File: config.mk
export PLATFORM = sky130hd
export DESIGN_NAME = mux_nway_pipe
export DESIGN_NICKNAME = d
export VERILOG_FILES = /design/src/rtl/mux_nway_pipe.sv
export SDC_FILE = /design/constraint.sdc
export NUM_CORES = 1
export LEC_CHECK = 0
export ABC_AREA = 1
export CAP_MARGIN = 20
export CORE_ASPECT_RATIO = 0.8
export CORE_UTILIZATION = 41
export CTS_CLUSTER_SIZE = 10
export DETAILED_ROUTE_END_ITERATION = 8
export GPL_TIMING_DRIVEN = 0
export PLACE_DENSITY = 0.83
export SKIP_CTS_REPAIR_TIMING = 1
export SYNTH_ARGS = -nofsm -noshare
export SYNTH_HDL_FRONTEND = slang
export SYNTH_SLANG_ARGS = --single-unit
File: constraint.sdc
create_clock -name clk -period 3.7 [get_ports clk]
set_clock_uncertainty 0.2 [all_clocks]
set_input_delay 0.555 -clock clk [delete_from_list [all_inputs] [get_ports clk]]
set_output_delay 0.555 -clock clk [all_outputs]
set_load 0.01 [all_outputs]
File: src/rtl/mux_nway_pipe.sv
// Registered N-way word multiplexer with per-channel valid/ready handshake.
// Selects a channel by explicit index or round-robin scan into a one-entry output register.
module mux_nway_pipe #(
    parameter  int WIDTH  = 16,
    parameter  int NUM_CH = 8,
    localparam int SEL_W  = $clog2(NUM_CH)
) (
    input  logic                    clk,
    input  logic                    rst_n,
    input  logic [NUM_CH*WIDTH-1:0] in_data,
    input  logic [NUM_CH-1:0]       in_valid,
    output logic [NUM_CH-1:0]       in_ready,
    input  logic                    mode,
    input  logic [SEL_W-1:0]        sel,
    output logic [WIDTH-1:0]        out_data,
    output logic [SEL_W-1:0]        out_ch,
    output logic                    out_valid,
    input  logic                    out_ready
);

    logic [WIDTH-1:0] ch_data [NUM_CH];

    logic [SEL_W-1:0] ptr_q, ptr_d;
    logic [WIDTH-1:0] out_data_q, out_data_d;
    logic [SEL_W-1:0] out_ch_q, out_ch_d;
    logic             out_valid_q, out_valid_d;

    logic [SEL_W-1:0] rr_grant;
    logic             rr_found;
    logic [SEL_W-1:0] cand;
    logic             cand_ok;
    logic             can_load;
    logic             accept;

    generate
        for (genvar gi = 0; gi < NUM_CH; gi++) begin : g_unpack
            assign ch_data[gi] = in_data[gi*WIDTH +: WIDTH];
        end
    endgenerate

    // First valid channel at or after ptr, wrapping past NUM_CH-1.
    always_comb begin
        logic [SEL_W:0] sum;
        rr_found = 1'b0;
        rr_grant = '0;
        sum      = '0;
        for (int k = 0; k < NUM_CH; k++) begin
            sum = {1'b0, ptr_q} + (SEL_W+1)'(k);
            if (sum >= (SEL_W+1)'(NUM_CH)) begin
                sum = sum - (SEL_W+1)'(NUM_CH);
            end
            if (!rr_found && in_valid[sum[SEL_W-1:0]]) begin
                rr_found = 1'b1;
                rr_grant = sum[SEL_W-1:0];
            end
        end
    end

    always_comb begin
        can_load = !out_valid_q || out_ready;
        cand     = mode ? rr_grant : sel;
        cand_ok  = mode ? rr_found : (int'(sel) < NUM_CH);
        in_ready = '0;
        accept   = 1'b0;
        if (cand_ok && can_load) begin
            in_ready[cand] = 1'b1;
            accept         = in_valid[cand];
        end
    end

    always_comb begin
        ptr_d       = ptr_q;
        out_data_d  = out_data_q;
        out_ch_d    = out_ch_q;
        out_valid_d = out_valid_q;
        if (accept) begin
            out_data_d  = ch_data[cand];
            out_ch_d    = cand;
            out_valid_d = 1'b1;
            if (mode) begin
                ptr_d = (int'(rr_grant) == NUM_CH - 1) ? '0 : rr_grant + SEL_W'(1);
            end
        end else if (out_ready) begin
            out_valid_d = 1'b0;
        end
    end

    always_ff @(posedge clk) begin
        if (!rst_n) begin
            ptr_q       <= '0;
            out_data_q  <= '0;
            out_ch_q    <= '0;
            out_valid_q <= 1'b0;
        end else begin
            ptr_q       <= ptr_d;
            out_data_q  <= out_data_d;
            out_ch_q    <= out_ch_d;
            out_valid_q <= out_valid_d;
        end
    end

    assign out_data  = out_data_q;
    assign out_ch    = out_ch_q;
    assign out_valid = out_valid_q;

endmodule

Yosys cells after proc, flatten, opt, wreduce, memory -nomap -nowiden
Index checks and enable logic that the tools add are counted.

Input port bits: 143. Bits in registers: 23. Word-level logic and storage cells: 115. Output and inout port bits: 28.

Bitwise gates (word level): 1. Magnitude comparators: 19. Muxes and demuxes: 54. Reductions and logical operators: 20. Equal/unequal tests: 1. $add $sub $neg: 16.

Operators with widths (count): two-way mux 3 bit (18); binary-select mux 16 bit (select 3 bit) (1); < comparator 3 x 4 -> 1 bit (second input constant) (9); greater-or-equal comparator 4 bit (second input constant) (8); two-way mux 16 bit (2); binary-select mux 1 bit (select 3 bit) (9); subtractor 3 x 1 -> 3 bit (second input constant) (8); two-way mux 1 bit (22); adder 3 x 3 -> 4 bit (second input constant) (4); logical AND 1 bit (9); adder 3 x 2 -> 4 bit (second input constant) (2); logical NOT 1 bit (8); two-way mux 8 bit (1); adder 3 x 1 -> 4 bit (second input constant) (1); greater-or-equal comparator 3 x 4 -> 1 bit (second input constant) (1); inverter 3 -> 4 bit (1); adder 3 x 1 -> 3 bit (second input constant) (1); demux 1 bit (select 3 bit) (1); == test 3 x 1 -> 1 bit (second input constant) (1); greater-or-equal comparator 3 x 1 -> 1 bit (second input constant) (1); AND reduction 2 bit (1); nonzero test 2 bit (1); logical OR 1 bit (1).

Logic depth before layout (Yosys ltp)
Depth after elaboration: 32. Mapped depth: 26. Mapped depth without buffers: 24.

Worst setup path after synthesis
OpenSTA, ideal clock, no wires.

Kind: flip-flop to output port. Start: reg ptr_q[1]. End: out in_ready[1]. Path slack: 0.242 ns. Cell stages (with the launch flop): 19. Data required time: 2.945 ns. Data arrival time: 2.703 ns. Buffers on the path: 3. Cells stage by stage: dfxtp_1 > buf_6 > inv_2 > ha_1 > inv_2 > nand3_1 > nand3_1 > nand2_2 > nor2_4 > nand4_4 > nor2_4 > nand2_1 > nand3b_1 > nand3_2 > nand2_2 > buf_4 > buf_4 > nand2_1 > nor2_1.

Longest elaborated chain between the ends: 32. Elaborated cells between the ends (all ways): 86. Those cells by class: add/sub: 15; order compare: 10; mux: 45; reduce/logical: 16.

RTL lines: from (decl) (RTL line 23) `logic [SEL_W-1:0] ptr_q, ptr_d;`; from (signal assigned) (RTL line 95) `ptr_q <= ptr_d;`; parallel branches: the longest is 31 deep, another holds adder 3 x 1 -> 4 bit; two-way mux 8 bit (*) (RTL line 65) `if (cand_ok && can_load) begin`; to (decl) (RTL line 12) `output logic [NUM_CH-1:0] in_ready,`.

Mark *: on every way between the ends. The select of a mux whose other input is x is not followed.

Final worst setup path
Ends and elaborated chain as after synthesis.

==> metrics <==
status finished, violations left; failing checks negative setup slack; Slew Limit Fails 0; # diodes 0; met2 routed WL between 6 and 7 mm; DRC Markers 0; Die Footprint 8240 um2; fill cell count between 500 and 600; r2r setup slk 0.10 ns; largest net degree at the start of global routing 13; initial antenna violation count 0; worst slack at placement -0.924 ns; post-synthesis mux area share 0; Synth top cells by count nand2_1, nand3_1, nor2_1, inv_1, dfxtp_1; Max Fclk 257 MHz; H-Tree Depth 1; register area share after synthesis 0.142; post-synth top area cell nand2_1; Slew headroom 0.672; wire length on met3 1.37 mm; largest family of logic cells by synthesized area simple AND/OR/NAND/NOR gates; clk_lat worst skew ~0.26 ns; fraction of the mapped netlist area in adder cells 0.0116; Max VDD drop 0.382 mV; RSZ-0062 raised after global routing yes; Combinational Power Share 0.873; P_leak roughly 2.8 nW; synthesized net count 731; number of synthesized flops with an enable pin 0; port bufs between 150 and 200; clock-pin slew on the worst setup and hold paths 0.08 ns; area of the multi-input gates between 2000 and 3000 um2; layout cells sized above 1 0.227; post-route antenna net violation count 0; total power between 4 and 5 mW; r2r endpoint out_data[12]; Highest Signal Layer met4; num rows 28; Synth Register Bits 23; root buffer cell clkbuf_8; CP endpoint kind output port; io pins 171; top cells by area, synth nand2_1, nand3_1, dfxtp_1, nor2_1, nor3_2; Endpoint, Worst Hold out_ch[0]; Layout area overhead 78.3%; chip height 81.4 um; ys async rst share 0; Core Area roughly 7500 um2; synthesized area 3230 um2; final setup vio count 8; routability congestion estimate 0.992; critical path class reg -> out; drt pass-1 iters 5; actual slew at the worst max-slew pin 0.493 ns; CTS buffer count 3; top-area cell type share of the netlist area 0.267; Clk pwr share 0.036; Top FF cell, synth dfxtp_1; GR Overflow Total 0; fin crit share 1.05; GRT Total Usage 0.313; Final HPWL DP 11.4 mm; hold wc startpoint out_ch[0]; cell with the most instances after synthesis nand2_1; power density over the cells 755 nW/um2; Via density 5.43; Distinct cells, synth 35; Sink Count 23; minimum clock period 3.89 ns; Worst Hold Depth 2; Clock Tree Buf Depth 2; Sw Share 0.545; DRT Wirelength roughly 15 mm; Pint 1.98 mW; max-cap violations 0; Starting Density 0.431; worst hold path type reg -> reg; CTS tree built; Fin. Hold Viols 0; Synth Area in XOR/XNOR 0.0205; Post-layout nets 945; Seq. cell area ~460 um2; worst r2r src ptr_q[1]; via count 4906; initial DRC count between 300 and 400; Syn Area/Cell 5.52 um2; Arrival @ worst endpoint 3.13 ns; synth warn 0; first-pass GRT wire length around 20 mm; Post-Synth Simple-Gate Area 0.639; final critical-path setup slack -0.188 ns; worst-path fanout max 6; worst reg-to-reg path cell count 25; Die W between 100 and 150 um; startpoint type of the worst setup path register; Synth Area in Compound Gates 0.0798; met1 wire length 6.09 mm; Synth Instances roughly 590; sequential power share 0.092; Psw 2.37 mW; Worst Path Required 2.94 ns; routed length per placed instance 16.4 um; vias in the first global route 4004
through the flow:
stage          TNS (ns)  std cells  hold WS, ns  area (um2)  utilization
2_1_floorplan         0        585        0.302        3230            -
3_3_place_gp      -6.20        860        0.278        5060        0.676
3_5_place_dp      -7.88        860        0.296        5060        0.676
4_1_cts          -10.49        864        0.319        5110        0.682
5_1_grt           -2.96        903        0.352        5760        0.769
6_report          -1.16        903        0.309        5760        0.769
layout make-up:
type / count / share of cell area
Inverter: 37 / 0.0282
Sequential cell: 23 / 0.0803
Multi-Input combinational cell: 491 / 0.470
Clock buffer: 4 / 0.00782
Tap cell: 105 / 0.0228
Buffer: 33 / 0.0447
Timing Repair Buffer: 210 / 0.346
metal layers:
layer / vias up / track usage
li1: 2329 / -
met1: 2234 / 0.436
met2: 302 / 0.511
met3: 41 / 0.0315
met4: 0 / 0.0942
met5: - / 0
logic make-up after synthesis:
| logic type | after synthesis |
|---|---|
| buffers and inverters | 71 |
| flip-flops | 23 |
| adder cells (fa/ha/maj) | 3 |
| AO/OA/AOI/OAI | 48 |
| AND/OR/NAND/NOR | 435 |
| XOR/XNOR | 5 |
power by group through the flow:
stage	Clock, mW	Combinational (mW)	Sequential, mW
2_1_floorplan	0	2.03	0.430
3_3_place_gp	0	2.94	0.395
3_5_place_dp	0	3.02	0.399
4_1_cts	0.155	3.02	0.395
5_1_grt	0.168	4.07	0.408
6_report	0.156	3.80	0.398
registers in the layout, indices dropped and copies added, names as in the netlist:
| signal | flops |
|---|---|
| out_data | 16 |
| out_ch | 3 |
| ptr_q | 3 |
| out_valid | 1 |
placed cells by master (no fill, tap or decap), drive strengths merged, types with 2 or more instances in the layout:
| cell | count |
|---|---|
| buf | 73 |
| nor3 | 17 |
| xnor2 | 2 |
| ha | 3 |
| nand2 | 242 |
| clkdlybuf4s50 | 154 |
| dfxtp | 23 |
| a21oi | 22 |
| nor2 | 50 |
| nand3 | 114 |
| nand4 | 6 |
| nand3b | 5 |
| xor2 | 3 |
| o21ai | 23 |
| inv | 36 |
| dlymetal6s2s | 8 |
| clkbuf | 12 |
critical path: stages (launching register included):
cell and delay, ns:
dfxtp_2 0.34, buf_6 0.15, inv_8 0.04, ha_4 0.29, inv_6 0.10, nand3_4 0.09
nand3_4 0.11, nand2_4 0.07, nor2_4 0.17, nand4_4 0.15, nor2_4 0.23, nand2_1 0.11
nand2_2 0.11, nand3_2 0.09, nand2_4 0.13, inv_2 0.07, nor2_4 0.14, clkinvlp_4 0.16
buf_6 0.14, nor2_2 0.05, buf_2 0.12
worst max path at each step:
| stage | start | endpoint | slack (ns) |
|---|---|---|---|
| 5_1_grt | ptr_q[1] | in_ready[1] | -0.34 |
| 2_1_floorplan | ptr_q[1] | in_ready[1] | 0.24 |
| 3_3_place_gp | ptr_q[1] | in_ready[4] | -0.81 |
| 3_5_place_dp | ptr_q[1] | in_ready[5] | -0.92 |
| 6_report | ptr_q[1] | in_ready[1] | -0.19 |
| 4_1_cts | ptr_q[1] | in_ready[5] | -1.22 |
No activity file was read; power rests on OpenSTA's default activity.
